<file path="config.mk">
export PLATFORM = sky130hd
export DESIGN_NAME = mp_ff_array
export DESIGN_NICKNAME = d
export VERILOG_FILES = /design/src/rtl/mp_ff_array_pkg.sv /design/src/rtl/mp_ff_array_sweep.sv /design/src/rtl/mp_ff_array.sv
export SDC_FILE = /design/constraint.sdc
export NUM_CORES = 1
export LEC_CHECK = 0
export ABC_AREA = 1
export ABC_CLOCK_PERIOD_IN_PS = 5020
export BUFFER_PORTS_ARGS = -buffer_cell sky130_fd_sc_hd__buf_2
export CAP_MARGIN = 10
export CORE_MARGIN = 3
export CORE_UTILIZATION = 59
export CTS_CLUSTER_SIZE = 8
export DETAILED_ROUTE_END_ITERATION = 8
export PLACE_DENSITY = 0.77
export REMOVE_ABC_BUFFERS = 1
export SLEW_MARGIN = 20
export SYNTH_ARGS = -nofsm -noshare
export SYNTH_HDL_FRONTEND = slang
export SYNTH_SLANG_ARGS = --single-unit
</file>
<file path="constraint.sdc">
create_clock -name clk0 -period 5.02 [get_ports clk0]
set_input_delay 0.502 -clock clk0 [delete_from_list [all_inputs] [get_ports clk0]]
set_output_delay 0.502 -clock clk0 [all_outputs]
set_load 0.05 [all_outputs]
</file>
<file path="src/rtl/mp_ff_array_pkg.sv">
// Shared types and helpers for the multi-port flip-flop array: sweep FSM states,
// write-mask sizing and the per-byte merge used by both commit and read forwarding.
package mp_ff_array_pkg;

  typedef enum logic {
    SWEEP = 1'b0,
    IDLE  = 1'b1
  } sweep_state_e;

  // Widest entry the byte-merge helper handles; modules pad narrower entries up to it.
  localparam int MERGE_MAX_W = 256;
  localparam int MERGE_MAX_B = MERGE_MAX_W / 8;

  function automatic int calc_mask_w(input int width);
    return (width + 7) / 8;
  endfunction

  function automatic logic [MERGE_MAX_W-1:0] byte_merge(
    input logic [MERGE_MAX_W-1:0] old_val,
    input logic [MERGE_MAX_W-1:0] new_val,
    input logic [MERGE_MAX_B-1:0] mask
  );
    logic [MERGE_MAX_W-1:0] res;
    res = old_val;
    for (int b = 0; b < MERGE_MAX_B; b++) begin
      if (mask[b]) res[b*8 +: 8] = new_val[b*8 +: 8];
    end
    return res;
  endfunction

endpackage

</file>
<file path="src/rtl/mp_ff_array_sweep.sv">
// Clear-sweep controller: walks every entry once after reset or an accepted
// flash-clear, then reports ready until the next clear.
module mp_ff_array_sweep
  import mp_ff_array_pkg::*;
#(
  parameter int S_INDEX = 4
) (
  input  logic               clk,
  input  logic               rst_n,
  input  logic               clr,
  output logic               sweep_we,
  output logic [S_INDEX-1:0] sweep_addr,
  output logic               ready
);

  localparam logic [S_INDEX-1:0] LAST_PTR = '1;

  sweep_state_e       state_q, state_n;
  logic [S_INDEX-1:0] ptr_q, ptr_n;

  always_ff @(posedge clk) begin
    if (!rst_n) begin
      state_q <= SWEEP;
      ptr_q   <= '0;
    end else begin
      state_q <= state_n;
      ptr_q   <= ptr_n;
    end
  end

  // A clear request is only honoured from IDLE, so a sweep never restarts itself.
  always_comb begin
    state_n  = state_q;
    ptr_n    = ptr_q;
    sweep_we = 1'b0;
    ready    = 1'b0;
    case (state_q)
      SWEEP: begin
        sweep_we = 1'b1;
        if (ptr_q == LAST_PTR) begin
          state_n = IDLE;
          ptr_n   = '0;
        end else begin
          ptr_n = ptr_q + 1'b1;
        end
      end
      IDLE: begin
        ready = 1'b1;
        if (clr) begin
          state_n = SWEEP;
          ptr_n   = '0;
        end
      end
    endcase
  end

  assign sweep_addr = ptr_q;

endmodule

</file>
<file path="src/rtl/mp_ff_array.sv">
// Multi-port flip-flop array with byte-masked writes and port-priority collision merge.
// Define MP_FF_ARRAY_BYPASS_EN to forward pending writes to reads in the same cycle.
module mp_ff_array
  import mp_ff_array_pkg::*;
#(
  parameter int S_INDEX = 4,
  parameter int WIDTH   = 8,
  parameter int NUM_RP  = 2,
  parameter int NUM_WP  = 2,
  parameter int MASK_W  = calc_mask_w(WIDTH)
) (
  input  logic                       clk0,
  input  logic                       rst0_n,
  input  logic [NUM_RP-1:0]          rcsb,
  input  logic [NUM_RP*S_INDEX-1:0]  raddr,
  output logic [NUM_RP*WIDTH-1:0]    rdata,
  input  logic [NUM_WP-1:0]          wcsb,
  input  logic [NUM_WP*S_INDEX-1:0]  waddr,
  input  logic [NUM_WP*WIDTH-1:0]    wdata,
  input  logic [NUM_WP*MASK_W-1:0]   wmask,
  input  logic                       clr,
  output logic                       ready
);

  localparam int NUM_SETS = 2 ** S_INDEX;

  logic               sweep_we;
  logic [S_INDEX-1:0] sweep_addr;
  logic               access_en;

  logic [S_INDEX-1:0] raddr_q [NUM_RP];
  logic [NUM_WP-1:0]  wvalid_q;
  logic [S_INDEX-1:0] waddr_q [NUM_WP];
  logic [WIDTH-1:0]   wdata_q [NUM_WP];
  logic [MASK_W-1:0]  wmask_q [NUM_WP];

  logic [WIDTH-1:0]   mem      [NUM_SETS];
  logic [WIDTH-1:0]   mem_next [NUM_SETS];

  function automatic logic [WIDTH-1:0] merge_entry(
    input logic [WIDTH-1:0]  old_val,
    input logic [WIDTH-1:0]  new_val,
    input logic [MASK_W-1:0] mask
  );
    logic [MERGE_MAX_W-1:0] old_w, new_w, res_w;
    logic [MERGE_MAX_B-1:0] mask_w;
    old_w  = '0;
    new_w  = '0;
    mask_w = '0;
    old_w[WIDTH-1:0]   = old_val;
    new_w[WIDTH-1:0]   = new_val;
    mask_w[MASK_W-1:0] = mask;
    res_w = byte_merge(old_w, new_w, mask_w);
    return res_w[WIDTH-1:0];
  endfunction

  mp_ff_array_sweep #(
    .S_INDEX (S_INDEX)
  ) u_sweep (
    .clk        (clk0),
    .rst_n      (rst0_n),
    .clr        (clr),
    .sweep_we   (sweep_we),
    .sweep_addr (sweep_addr),
    .ready      (ready)
  );

  // Accesses arriving with an accepted clear are dropped along with everything during a sweep.
  assign access_en = ready & ~clr;

  always_ff @(posedge clk0) begin
    if (!rst0_n) begin
      for (int i = 0; i < NUM_RP; i++) raddr_q[i] <= '0;
      for (int j = 0; j < NUM_WP; j++) waddr_q[j] <= '0;
      wvalid_q <= '0;
    end else begin
      for (int i = 0; i < NUM_RP; i++) begin
        if (access_en && !rcsb[i]) raddr_q[i] <= raddr[i*S_INDEX +: S_INDEX];
      end
      for (int j = 0; j < NUM_WP; j++) begin
        wvalid_q[j] <= access_en && !wcsb[j];
        if (access_en && !wcsb[j]) waddr_q[j] <= waddr[j*S_INDEX +: S_INDEX];
      end
    end
  end

  always_ff @(posedge clk0) begin
    for (int j = 0; j < NUM_WP; j++) begin
      if (access_en && !wcsb[j]) begin
        wdata_q[j] <= wdata[j*WIDTH +: WIDTH];
        wmask_q[j] <= wmask[j*MASK_W +: MASK_W];
      end
    end
  end

  // Ports are folded in ascending order so the highest-index port owns each contested byte.
  always_comb begin
    for (int e = 0; e < NUM_SETS; e++) begin
      mem_next[e] = mem[e];
      for (int j = 0; j < NUM_WP; j++) begin
        if (wvalid_q[j] && waddr_q[j] == S_INDEX'(e)) begin
          mem_next[e] = merge_entry(mem_next[e], wdata_q[j], wmask_q[j]);
        end
      end
      if (sweep_we && sweep_addr == S_INDEX'(e)) mem_next[e] = '0;
    end
  end

  always_ff @(posedge clk0) begin
    for (int e = 0; e < NUM_SETS; e++) mem[e] <= mem_next[e];
  end

  always_comb begin
    rdata = '0;
    for (int i = 0; i < NUM_RP; i++) begin
      if (ready) begin
`ifdef MP_FF_ARRAY_BYPASS_EN
        rdata[i*WIDTH +: WIDTH] = mem_next[raddr_q[i]];
`else
        rdata[i*WIDTH +: WIDTH] = mem[raddr_q[i]];
`endif
      end
    end
  end

endmodule

</file>
==> reports/summary.md, run 1 <==
Setup repair after global routing left no endpoint under its margin. The DRC violation total after the first TritonRoute iteration is 1829. The run gives 1 as the number of antenna violations at the first check in global routing. Final worst hold slack: 0.2205 ns.

The portion of the post-synthesis area used by sequential elements was 0.3498; the time the worst path needs with I/O delays and setup was 3.469 ns. The flow ran to the end, and the final reports show no timing, DRC or antenna violations. Cell internal power was estimated by the tool at 0.002146 W.

The diode insertion count for antenna repair was 0; the portion of total power attributed to sequential cells was 0.471. The cell type with the highest occurrence count on the critical path is sky130_fd_sc_hd__nand3_1. For the worst flop-to-flop path, the logic depth is 8.

The startpoint of the most critical hold path is wdata[15]. The final cycle utilization of the critical path came out at 0.6911. The post-layout utilization of the core is 0.6609, and the total negative slack for setup checks is 0 ns. The critical path goes through buf_4 > inv_1 > nand3_1 > nand3_1 > nand3_1 > a21oi_1 > buf_2.

The most used flip-flop cell after synthesis is sky130_fd_sc_hd__dfxtp_1. The boundary pin count came out at 58. The met1 track demand over resource was 0.5213. The tools report the total setup buffers inserted after CTS as 0. Clock skew on the completed layout was measured at 0.01640 ns. At the end of the flow, the number of nets in the layout was 1767. At the pin with the least slew margin, the transition time is 1.141 ns. The number of global-route vias before repair came out at 10760. Before antenna repair, the detailed router went through 8 iterations.

The logs give 0.2382 for the worst slew margin relative to its limit and 62370 um for the first-pass GRT wire length. The tools report the combinational power share as 0.071. At the worst endpoint, the required time is 4.52 ns.

The overall track demand over capacity in global routing was 0.4117. In this run the power spent charging and discharging nets is 0.0008547 W. Leaving out fill and tap cells, the most frequent cells in the layout are 465 x sky130_fd_sc_hd__nand2_1, 294 x sky130_fd_sc_hd__inv_1, 246 x sky130_fd_sc_hd__nand3_1. TritonCTS built the clock tree. The share of total power in the clock network came out at 0.459.

In this run the critical register-to-register path is captured at waddr_q[0][2]$_SDFFCE_PN0P_. Routability-driven placement finished with a final weighted congestion of 1.071. Derived from the worst setup path, the maximum achievable clock frequency is 0.2883 GHz.

The logs give 4 for the number of levels in the clock H-tree and 0 for the number of synthesis warnings. Number of fillers in the final layout: 1660. Among cell families on the critical path, the largest total delay comes from buffers and inverters. Compared with the post-synthesis result, the final layout area differs by 8.498%. Count of antenna-violating nets left after detailed routing: 0. The path class of the tightest hold or removal check is input pin to register. Start of the worst register-to-register path: u_sweep.state_q$_SDFF_PN0_. The floorplan step set the die width to 140.3 um.

For the max-slew violation count, the log shows 0. The floorplan step defined a die boundary enclosing 19690 um^2. For the post-CTS resize count, the log shows 0. Critical path start-end classification: register to primary output.

The tools report the root buffer cell as sky130_fd_sc_hd__clkbuf_16. Entering global routing, the biggest net connects 65 pins. The routed wire length was 41380 um. For flop-to-flop paths, the worst setup slack is 2.45 ns. The tools report the total via count in the routed design as 11940.

The number of I/O port buffers was 57. The number of cells on the worst hold path was 1; the maximum fanout along the worst path was 33. The fraction of power spent switching nets is 0.2848, and the final hold violation count is 0. STA classifies the critical path startpoint as a register. The synthesized netlist cell count was 1718; the final routed wire length divided by cell count was 21.11 um. After clock tree synthesis, the clock-pin slew on the worst setup and hold paths is 0.08 ns.

The count of flip-flops with a built-in enable after synthesis is 34, and the core area is 17480 um^2. The worst ir drop on vdd came out at 264.4 uV. For this run, the slowest stage of the critical path takes 0.86 ns. The met3 track utilization from global routing was 0.09150. The worst path buffer plus inverter count was 3; the number of synthesized register bits was 169.

For this design, the slowest cell found on the critical path is sky130_fd_sc_hd__inv_1. The floorplan step set the die height to 140.3 um. The sequential cell area is 3724 um^2, and the post-synthesis area per instance is 6.196 um^2. After routing the design area is 11550 um^2. Worst hold endpoint: wdata_q[0][15]$_DFFE_PP_. The clock latency reported for the late side of the worst-skew pair is 0.45 ns, and the proportion of register bits with asynchronous set or reset after synthesis is 0. In this run the core area contains 48 standard-cell rows. Summed over all nets, the half-perimeter wirelength after detailed placement is 28850 um. For the hold buffer count at CTS, the log shows 0. The worst setup path is captured at a primary output. Setup violations remaining at the end of the flow were counted as 0. The met2 layer usage reported by global route was 0.6026. The tool flagged a number of max-cap violations equal to 0. For this design the ratio of total power to cell area is 259.8 nW/um^2. The proportion of layout cells with a drive suffix above 1 was 0.07320. In the final layout, the multi-input gates occupy 5423 um^2. For the number of DRC violations after detailed routing, the log shows 0.

Overall overflow remaining after global route: 0. The run gives 17 as the CTS buffer count. For the number of sinks on the clock net, the log shows 169.

The total cell area at the placement stage was 10920 um^2. The cell area that synthesis handed to floorplanning was 10650 um^2. Most common cell after layout, fill and taps aside: sky130_fd_sc_hd__nand2_1. The tools report the initial core utilization as 0.6091. The mean number of vias per cell was 6.091. After global routing, the most crowded layer is met2. The netlist uses 31 different library cells. For the arrival time of the worst setup path, the log shows 2.97 ns. For the leakage power total, the log shows 5.407 nW. The longest clock path from root to sink contains 2 buffers.
-- power groups by stage --
| stage | Clock (W) | Sequential (W) | Combinational (W) |
|---|---|---|---|
| finish | 0.00138 | 0.00141 | 0.000212 |
| global route | 0.00143 | 0.00141 | 0.000233 |
| CTS | 0.00137 | 0.00141 | 0.000204 |
| detailed placement | 0 | 0.00144 | 0.000202 |
| global placement | 0 | 0.00144 | 0.000200 |
| floorplan | 0 | 0.00145 | 0.000129 |
-- per-layer routing --
metal	up-vias	wire length [um]	part of all wire
met5	-	0	0
met4	0	3929	0.095
met3	202	5109	0.12
met2	897	17180	0.42
met1	5325	15160	0.37
li1	5514	-	-
-- how the worst max path moves through the flow --
stage                                      startpoint       end  slack, ns  cells after the start
after floorplan           raddr_q[0][0]$_SDFFCE_PN0P_  rdata[4]       1.34                      6
after global placement    raddr_q[0][1]$_SDFFCE_PN0P_  rdata[5]       2.18                      7
after detailed placement  raddr_q[0][1]$_SDFFCE_PN0P_  rdata[5]       2.15                      7
after CTS                 raddr_q[0][1]$_SDFFCE_PN0P_  rdata[6]       1.67                      7
after global routing      raddr_q[0][5]$_SDFFCE_PN0P_  rdata[9]       1.49                      7
final                     raddr_q[0][1]$_SDFFCE_PN0P_  rdata[5]       1.55                      7
-- final cells by class --
class / count / area share
clock inverters: 15 / 0.01744
flip-flops and latches: 169 / 0.3224
inverters: 300 / 0.09761
repair buffers: 68 / 0.03185
well taps: 225 / 0.02437
clock buffers: 17 / 0.03683
multi-input cells: 1166 / 0.4695
-- sequential cells by signal, indices dropped and copies added (netlist names) --
name	flops
raddr_q	8
u_sweep.state_q	1
waddr_q	8
u_sweep.sweep_addr	4
wvalid_q	2
mem	128
wdata_q	16
wmask_q	2
-- through the flow --
step	worst slack [ns]	cells	power, W
final	1.551	1960	0.003000
after detailed placement	2.147	1928	0.001645
after floorplan	1.335	1635	0.001575
after global routing	1.495	1960	0.003071
after CTS	1.673	1960	0.002980
after global placement	2.183	1928	0.001642
-- synth_stat cells (2+ instances only) --
cell	number	area share
sky130_fd_sc_hd__nand3_1	246	0.12
sky130_fd_sc_hd__clkbuf_1	41	0.014
sky130_fd_sc_hd__a31oi_1	18	0.011
sky130_fd_sc_hd__clkbuf_2	2	0.00094
sky130_fd_sc_hd__nor2_1	84	0.030
sky130_fd_sc_hd__a21oi_1	114	0.054
sky130_fd_sc_hd__nand2_1	465	0.16
sky130_fd_sc_hd__nor2_2	5	0.0029
sky130_fd_sc_hd__dfxtp_1	135	0.25
sky130_fd_sc_hd__nor2_4	3	0.0032
sky130_fd_sc_hd__or2_2	2	0.0012
sky130_fd_sc_hd__nor3_4	3	0.0046
sky130_fd_sc_hd__inv_1	294	0.10
sky130_fd_sc_hd__inv_2	5	0.0018
sky130_fd_sc_hd__nand4_1	4	0.0024
sky130_fd_sc_hd__o21ai_0	166	0.078
sky130_fd_sc_hd__buf_4	2	0.0014
sky130_fd_sc_hd__edfxtp_1	34	0.096
sky130_fd_sc_hd__buf_1	10	0.0035
sky130_fd_sc_hd__ha_1	4	0.0047
sky130_fd_sc_hd__nand3_2	7	0.0066
sky130_fd_sc_hd__o211ai_1	40	0.028
sky130_fd_sc_hd__buf_2	26	0.012
-- kinds of logic (layout without fill, tap and decap cells) --
kind of cell,count (synthesis),in the layout,synth area share
buffers and inverters,383,400,0.1408
adder cells (fa/ha/maj),4,4,0.004702
flip-flops,169,169,0.3498
XOR/XNOR,1,1,0.0008229
AO/OA/AOI/OAI,338,338,0.1704
AND/OR/NAND/NOR,823,823,0.3335
(Power assumes the default switching activity.)
==> run 2, diff against run 1 <==
--- a/config.mk
+++ b/config.mk
@@ -5,12 +5,12 @@
 export SDC_FILE = /design/constraint.sdc
 export NUM_CORES = 1
 export LEC_CHECK = 0
-export ABC_AREA = 1
-export ABC_CLOCK_PERIOD_IN_PS = 5020
+export ABC_AREA = 0
+export ABC_CLOCK_PERIOD_IN_PS = 2800
 export BUFFER_PORTS_ARGS = -buffer_cell sky130_fd_sc_hd__buf_2
 export CAP_MARGIN = 10
 export CORE_MARGIN = 3
-export CORE_UTILIZATION = 59
+export CORE_UTILIZATION = 56
 export CTS_CLUSTER_SIZE = 8
 export DETAILED_ROUTE_END_ITERATION = 8
 export PLACE_DENSITY = 0.77
==> constraint.sdc (replaced) <==
create_clock -name clk0 -period 2.8 [get_ports clk0]
set_input_delay 0.28 -clock clk0 [delete_from_list [all_inputs] [get_ports clk0]]
set_output_delay 0.28 -clock clk0 [all_outputs]
set_load 0.05 [all_outputs]
==> run 2 against run 1 <==
Compared with the run above: non-clock buffer count is 13 higher; first-iteration DRC count is 47% lower; design area is 8.4% lower; largest cell class unchanged; register-to-register slack worse by 1.7 ns; critical path type unchanged; routed wire length is 28% lower; global-route usage is 8.6 points lower; cell count is 39% lower.
==> reports/summary.md, run 2 <==
Using the TritonRoute via totals, the vias-per-cell ratio works out to 6.803. The final cycle utilization of the critical path works out to 0.9763. Most area-hungry cell type in the Yosys netlist: sky130_fd_sc_hd__dfxtp_1. Core area: 16640 um^2. The proportion of layout cells with a drive suffix above 1 was 0.1756; the time the worst path needs with I/O delays and setup was 2.734 ns. OpenSTA, run right after detailed placement, puts the worst setup slack at 0.2956 ns. The logs give 0.472 for the share of total power in the clock network and 0.06627 ns for the worst setup margin. For the initial core utilization, the log shows 0.5739.

The number of DRC violations after detailed routing was 0; the mux share of post-synthesis cell area was 0.2860. The logs give 1330 for the number of fillers in the final layout and 18660 um^2 for the die outline area. The portion of synthesized cell area occupied by the leading cell type works out to 0.2830. The register with the most flip-flops in the layout has 128 of them.

The number of I/O port buffers came out at 57. The logs give 0 for the final hold violation count and 928 for the synthesized netlist cell count. The number of cells on the worst hold path works out to 1. Across the VDD grid, the largest voltage drop is 526.4 uV. Wire segments on met2 add up to 12180 um in the final route. Overall track demand over capacity in global routing: 0.3256.

After synthesis, the netlist uses 42 different library cells. The logs give 0.041 for the combinational power share and 2.52 ns for the required time of the critical path. The logs give 17 for the CTS buffer count and 0 for the overall overflow remaining after global route. The overall die height works out to 136.6 um. The clock passes through at most 2 buffers. The fraction of power spent switching nets was 0.2302; the final worst hold slack was 0.009911 ns. Leaving out fill and tap cells, the most frequent cell in the layout is sky130_fd_sc_hd__mux2i_1.

The run gives 12020 um as the met1 routed wirelength after detailed routing. In the final layout, the multi-input gates occupy 5449 um^2. The maximum fanout along the worst path was 51; the instance count after placement with tap cells included was 1153.

Synthesis-to-layout area growth: 10.84%. The routed layout has 8082 vias. Number of levels in the clock H-tree: 4. The setup-violating endpoint count in the final report was 0. Entering global routing, the biggest net connects 52 pins.

In this run the clock root is driven by a sky130_fd_sc_hd__clkbuf_16. The run gives 45080 um as the first-pass GRT wire length. The power density over the cells was 486.5 nW/um^2. The internal power of the cells totals 0.003965 W.

The flow ran to the end, and the final reports show no timing, DRC or antenna violations. Proportion of register bits with asynchronous set or reset after synthesis: 0. Post-synthesis instance area: 9550 um^2. TritonCTS built the clock tree.

DRC violation total after the first TritonRoute iteration: 967. The analysis attributes to cell leakage a power of 4.754 nW. The weighted congestion reported at the end of routability-driven placement was 1.004; the iteration count of the initial detailed-routing pass was 6.

The number of antenna diodes in the final layout is 0. The portion of the post-synthesis area used by sequential elements was 0.3899. By area, the combinational part of the netlist is dominated by multiplexers. After legalization and detailed placement, the total HPWL measured 20600 um. Sorting the synthesized cells by how often they occur yields 178 x sky130_fd_sc_hd__mux2i_1, 151 x sky130_fd_sc_hd__nor2_1, 137 x sky130_fd_sc_hd__a211oi_1, 135 x sky130_fd_sc_hd__dfxtp_1, 48 x sky130_fd_sc_hd__clkbuf_1. On the final layout, the worst clock skew is 0.007094 ns. For the worst slew margin relative to its limit, the log shows 0.3250. Number of global-route vias before repair: 7510.

Portion of total power attributed to sequential cells: 0.487. The routed design has 29700 um of wire. At the end of the flow, the number of nets in the layout was 1000. Ranked by total cell area, the synthesized netlist is headed by sky130_fd_sc_hd__dfxtp_1 28%, sky130_fd_sc_hd__mux2i_1 19%, sky130_fd_sc_hd__a211oi_1 11%, sky130_fd_sc_hd__edfxtp_1 11%, sky130_fd_sc_hd__mux4_2 8.0%. STA puts the critical path data arrival time at 2.45 ns. Library cell with the highest instance count after synthesis: sky130_fd_sc_hd__mux2i_1.

The run gives 0.44 ns as the clock latency reported for the late side of the worst-skew pair. The count of cells in the finished layout, fillers not included, comes to 1188. The run gives 4238 um as the detailed-routed wire length on met3.

The top cell types in the final layout, fill and taps aside, are 178 x sky130_fd_sc_hd__mux2i_1, 151 x sky130_fd_sc_hd__nor2_1, 135 x sky130_fd_sc_hd__dfxtp_1. The actual transition at the worst max-transition pin came out at 1.009 ns. Ranked by flip-flop count, first place goes to mem. Kind of end point of the critical path: a primary output.

The synthesized-area fraction occupied by xor and xnor cells is 0. STA classifies the critical path startpoint as a register. The final routed wire length divided by cell count came out at 25.00 um. In this run, synthesis inferred 34 flip-flops with an integrated enable. Critical path start-end classification: register to primary output. The boundary pin count was 58.

The clock-pin transition on the worst setup and hold timing paths came out at 0.07 ns. The worst hold path belongs to the class input pin to register. The initialized floorplan defines 47 standard-cell rows. The run gives 3724 um^2 as the sequential cell area. The net switching power was 0.001185 W; the depth of the worst register-to-register path was 5. The uppermost metal layer occupied by signal nets was met4. For the number of max-cap violations, the log shows 0. The max-slew violation count is 0. The count of nets left with antenna violations once routing finished came out at 0.

In the synthesized netlist the dominant register cell turns out to be sky130_fd_sc_hd__dfxtp_1. The number of synthesized register bits works out to 169. Overall power consumption after layout is estimated at 0.005150 W. Setup repair after global routing left no endpoint under its margin. The largest registers in the layout are mem (128), wdata_q (16). Area fraction in and, or, nand and nor cells after synthesis: 0.1305. Clock tree synthesis found a total of 169 sinks. In this run the mean area of a mapped cell was 10.29 um^2. The tools report the number of antenna violations at the first check in global routing as 0.

The width of the die is 136.6 um, and the number of synthesis warnings is 0. Fraction of the mapped netlist area in compound gates: 0.1467. The maximum clock frequency was 0.3658 GHz; the fraction of the mapped netlist area in adder cells was 0.005240.
## run 2: cell types whose count changed after synthesis, moves of 17 or more
cell,change
sky130_fd_sc_hd__a31oi_1,-17
sky130_fd_sc_hd__o21ai_0,-158
sky130_fd_sc_hd__a211oi_1,+137
sky130_fd_sc_hd__mux4_2,+34
sky130_fd_sc_hd__inv_1,-288
sky130_fd_sc_hd__nand2_1,-438
sky130_fd_sc_hd__o211ai_1,-39
sky130_fd_sc_hd__and2_1,+18
sky130_fd_sc_hd__nand3_1,-240
sky130_fd_sc_hd__a21oi_1,-108
sky130_fd_sc_hd__mux2i_1,+178
sky130_fd_sc_hd__nor2_1,+67
## run 2: stage by stage
step                instance area (um^2)    util  setup TNS, ns
detailed placement                  9931  0.5967              0
CTS                                10570  0.6348              0
floorplan                           9175       -         -7.328
global route                       10590  0.6360              0
global placement                    9931  0.5967              0
finish                             10590  0.6360              0
## run 2: final timing paths
kind	start	end	slack (ns)
max	raddr_q[0][0]$_SDFFCE_PN0P_	rdata[2]	0.07
min	wdata[3]	wdata_q[0][3]$_DFFE_PP_	0.01
max reg2reg	u_sweep.state_q$_SDFF_PN0_	raddr_q[0][4]$_SDFFCE_PN0P_	0.72
min reg2reg	u_sweep.sweep_addr[1]$_SDFFE_PN0P_	u_sweep.sweep_addr[1]$_SDFFE_PN0P_	0.56
## run 2: power groups by stage
| stage | combinational [W] | sequential, W | clock, W |
|---|---|---|---|
| floorplan | 0.0000896 | 0.00258 | 0 |
| global placement | 0.000196 | 0.00256 | 0 |
| detailed placement | 0.000198 | 0.00256 | 0 |
| CTS | 0.000205 | 0.00251 | 0.00243 |
| global route | 0.000225 | 0.00251 | 0.00255 |
| finish | 0.000211 | 0.00251 | 0.00243 |
## run 2: final cells by class
cell class	instances	share of cell area
multi-input cells	680	0.5148
flip-flops and latches	169	0.3518
repair buffers	81	0.04870
clock buffers	20	0.04350
well taps	220	0.02600
clock inverters	12	0.01312
inverters	6	0.002128
## run 2: critical path: stages (launching register included)
cell	delay, ns
sky130_fd_sc_hd__edfxtp_1	0.37
sky130_fd_sc_hd__buf_12	0.32
sky130_fd_sc_hd__mux4_2	0.55
sky130_fd_sc_hd__mux2i_1	0.27
sky130_fd_sc_hd__o22ai_1	0.22
sky130_fd_sc_hd__buf_2	0.26
## run 2: cells by family (layout without fill, tap and decap cells)
| kind of cell | Yosys count | count (layout) |
|---|---|---|
| AND/OR/NAND/NOR | 266 | 266 |
| multiplexers | 219 | 219 |
| buffers and inverters | 79 | 119 |
| AO/OA/AOI/OAI | 191 | 191 |
| flip-flops | 169 | 169 |
| adder cells (fa/ha/maj) | 4 | 4 |
## run 2: what timing repair did
action                                  in CTS  in global routing
hold endpoints to repair                     0                  0
hold buffers                                 0                  0
resized for setup                            0                  5
endpoints found under the setup margin       8                  7
buffers inserted                             3                  0
## run 2: routing by layer
metal,vias up,global-route usage
li1,3565,-
met1,3831,0.4555
met2,588,0.4521
met3,98,0.1162
met4,0,0.1450
met5,-,0
==> run 3, diff against run 2 <==
--- a/config.mk
+++ b/config.mk
@@ -9,6 +9,7 @@
 export ABC_CLOCK_PERIOD_IN_PS = 2800
 export BUFFER_PORTS_ARGS = -buffer_cell sky130_fd_sc_hd__buf_2
 export CAP_MARGIN = 10
+export CORE_ASPECT_RATIO = 1.1
 export CORE_MARGIN = 3
 export CORE_UTILIZATION = 56
 export CTS_CLUSTER_SIZE = 8
==> run 3 against run 2 <==
Compared with the run above: maximum frequency decreased by 0.35%; critical endpoint is now rdata[9]; largest cell class unchanged; largest power group unchanged; hold slack gained 0.0064 ns; clock skew grew 0.0027 ns.
==> reports/summary.md, run 3 (synthesis gave the netlist of run 2 again) <==
Kind of end point of the critical path: a primary output. The combinational power share is 0.040, and the fraction of power spent switching nets is 0.2162. The mean number of vias per cell is 6.831, and the overall overflow remaining after global route is 0.

Hold is met by 0.01630 ns. The largest register by flop count was mem. The tools report the startpoint of the most critical hold path as wdata[13]. The total cell area at the placement stage is 9846 um^2, and the die outline area is 18660 um^2. The endpoint identified for the worst register-to-register timing path is raddr_q[0][2]$_SDFFCE_PN0P_. The clock-pin transition on the worst setup and hold timing paths is 0.07 ns. In this run the deepest clock path goes through 2 buffers. The internal portion of total power came out at 0.004030 W. The boundary pin count is 58.

The worst setup path is launched from a register. At the worst endpoint, the required time is 2.52 ns. The flip-flop count of the largest register after layout is 128, and the max-slew violation count is 0.

The total via count in the routed design was 7958; the proportion of layout cells with a drive suffix above 1 was 0.1582. The hold buffer count at CTS is 0, and the setup-violating endpoint count in the final report is 0. The overall track demand over capacity in global routing was 0.3233; the critical path's largest stage delay was 0.55 ns. The initial core utilization came out at 0.5769. Entering global routing, the biggest net connects 52 pins.

The routed wire length was 29930 um. The worst path buffer plus inverter count is 1. At the pin with the least slew margin, the transition time is 0.9816 ns. The most common cell after layout, fill and taps aside was sky130_fd_sc_hd__mux2i_1.

The congestion estimate from routability-driven global placement came to 1.040. The leakage power total was 4.690 nW; the first-pass GRT wire length was 44950 um. In this run the worst hold path is classified as input pin to register. The library cells used most frequently in the layout, excluding fill and tap cells, are 178 x sky130_fd_sc_hd__mux2i_1, 151 x sky130_fd_sc_hd__nor2_1, 137 x sky130_fd_sc_hd__a211oi_1. Portion of total power attributed to sequential cells: 0.488. From bottom edge to top edge, the die measures 143.0 um. The final hold violation count is 0.

The worst slew margin relative to its limit came out at 0.3432. In this run the power density over the cells is 490.5 nW/um^2. By startpoint and endpoint, the worst setup path is classified as register to primary output. The run gives 0 as the number of antenna violations at the first check in global routing. The share of total power in the clock network was 0.471.

The repair_antennas step left the layout with diodes totalling 0. Across the VDD grid, the largest voltage drop is 462.5 uV. In the final routed layout, each cell accounts on average for 25.69 um. In the final timing run, aggregate negative setup slack is 0 ns. On the critical path, the stage with the largest delay is an instance of sky130_fd_sc_hd__edfxtp_1.

The time the worst path needs with I/O delays and setup is 2.743 ns, and the DRC violation total after the first TritonRoute iteration is 1172. The instance count after placement with tap cells included was 1130; the number of global-route vias before repair was 7508. The final design area excluding fillers was 10480 um^2. Setup repair after global routing left no endpoint under its margin.

The worst register-to-register path begins at u_sweep.state_q$_SDFF_PN0_. The count of antenna-violating nets left after detailed routing is 0, and the final cycle utilization of the critical path is 0.9798. The tree built by TritonCTS fans out to 169 sinks.

The H-tree was split into 4 levels. For the final net count, the log shows 993. Traced cell by cell, the critical path runs through nand2b_1 > a211oi_1 > o31ai_1 > a221o_1 > buf_2. The tools report the net switching power as 0.001111 W. The tree is rooted in a sky130_fd_sc_hd__clkbuf_16.

The synthesis-to-layout area growth was 9.747%. Worst hold endpoint: wdata_q[0][13]$_DFFE_PP_. The post-layout utilization of the core came out at 0.6332. In the routed design, unresolved DRC markers number 0. In this run the tool buffered the top-level ports with 57 buffer cells. Excluding fillers, the count of instances in the completed layout stands at 1165. The run gives 20550 um as the half-perimeter wire length after detailed placement.

The flow ran to the end, and the final reports show no timing, DRC or antenna violations. Number of fillers in the final layout: 1347. The clock latency reported for the late side of the worst-skew pair came out at 0.44 ns. In this run, CTS created clock tree buffers numbering 17. The largest registers in the layout are mem (128), wdata_q (16).

The setup slack of the worst register-to-register path was 0.68 ns. The maximum fanout along the worst path works out to 7. For this run, the top clock speed supported by timing is 0.3645 GHz.

The clock arrives with 0.009839 ns of skew. The tool flagged a number of max-cap violations equal to 0. Width of the die: 130.5 um. The floorplan step defined a core boundary enclosing 16550 um^2. The iteration count of the initial detailed-routing pass is 9, and the number of cells on the worst hold path is 1. Arrival time of the worst setup path: 2.46 ns. TritonCTS built the clock tree. The worst register-to-register path has a depth of 5. The kind of cell with the highest combined delay along the critical path is compound AO/OA/AOI/OAI gates. In this run the core area contains 49 standard-cell rows.
==> run 3: final cells by class <==
cell class	instances	area [um^2]	area share
Clock buffer	26	479.2	0.04572
Clock inverter	6	113.9	0.01086
Inverter	6	22.52	0.002149
Multi-Input combinational cell	680	5431	0.5182
Sequential cell	169	3724	0.3553
Tap cell	204	255.2	0.02435
Timing Repair Buffer	74	455.4	0.04345
==> run 3: how the worst max path moves through the flow <==
stage | startpoint | endpoint | slack (ns) | depth (start not counted)
4_1_cts | raddr_q[0][4]$_SDFFCE_PN0P_ | rdata[9] | 0.07 | 6
3_3_place_gp | raddr_q[0][4]$_SDFFCE_PN0P_ | rdata[12] | 0.57 | 6
2_1_floorplan | raddr_q[0][0]$_SDFFCE_PN0P_ | rdata[4] | -0.83 | 4
3_5_place_dp | raddr_q[0][4]$_SDFFCE_PN0P_ | rdata[15] | 0.54 | 6
6_report | raddr_q[0][6]$_SDFFCE_PN0P_ | rdata[9] | 0.06 | 5
5_1_grt | raddr_q[0][6]$_SDFFCE_PN0P_ | rdata[9] | 0.006 | 5
==> run 3: power by group through the flow <==
stage	sequential, W	combinational [W]	clock, W
after floorplan	0.00258	0.0000896	0
after global placement	0.00256	0.000191	0
after detailed placement	0.00256	0.000194	0
after CTS	0.00251	0.000195	0.00242
after global routing	0.00251	0.000218	0.00253
final	0.00251	0.000206	0.00242
==> run 3: timing repair <==
item / 4_1_cts / 5_1_grt
setup buffers: 0 / 2
gates resized for setup: 0 / 1
setup endpoints to repair: 0 / 5
==> run 3: routing by layer <==
layer  global-route usage  wire, um  vias to the layer above
met1               0.4359     11740                     3718
met2               0.4657     12780                      585
met3               0.1268      4193                       90
met4               0.1326      1226                        0
met5                    0         0                        -
li1                     -         -                     3565
==> run 3: per-stage QoR <==
step / total power (W) / worst slack [ns]
4_1_cts: 0.005128 / 0.07334
2_1_floorplan: 0.002668 / -0.8314
3_5_place_dp: 0.002758 / 0.5404
3_3_place_gp: 0.002754 / 0.5689
5_1_grt: 0.005258 / 0.005911
6_report: 0.005141 / 0.05656
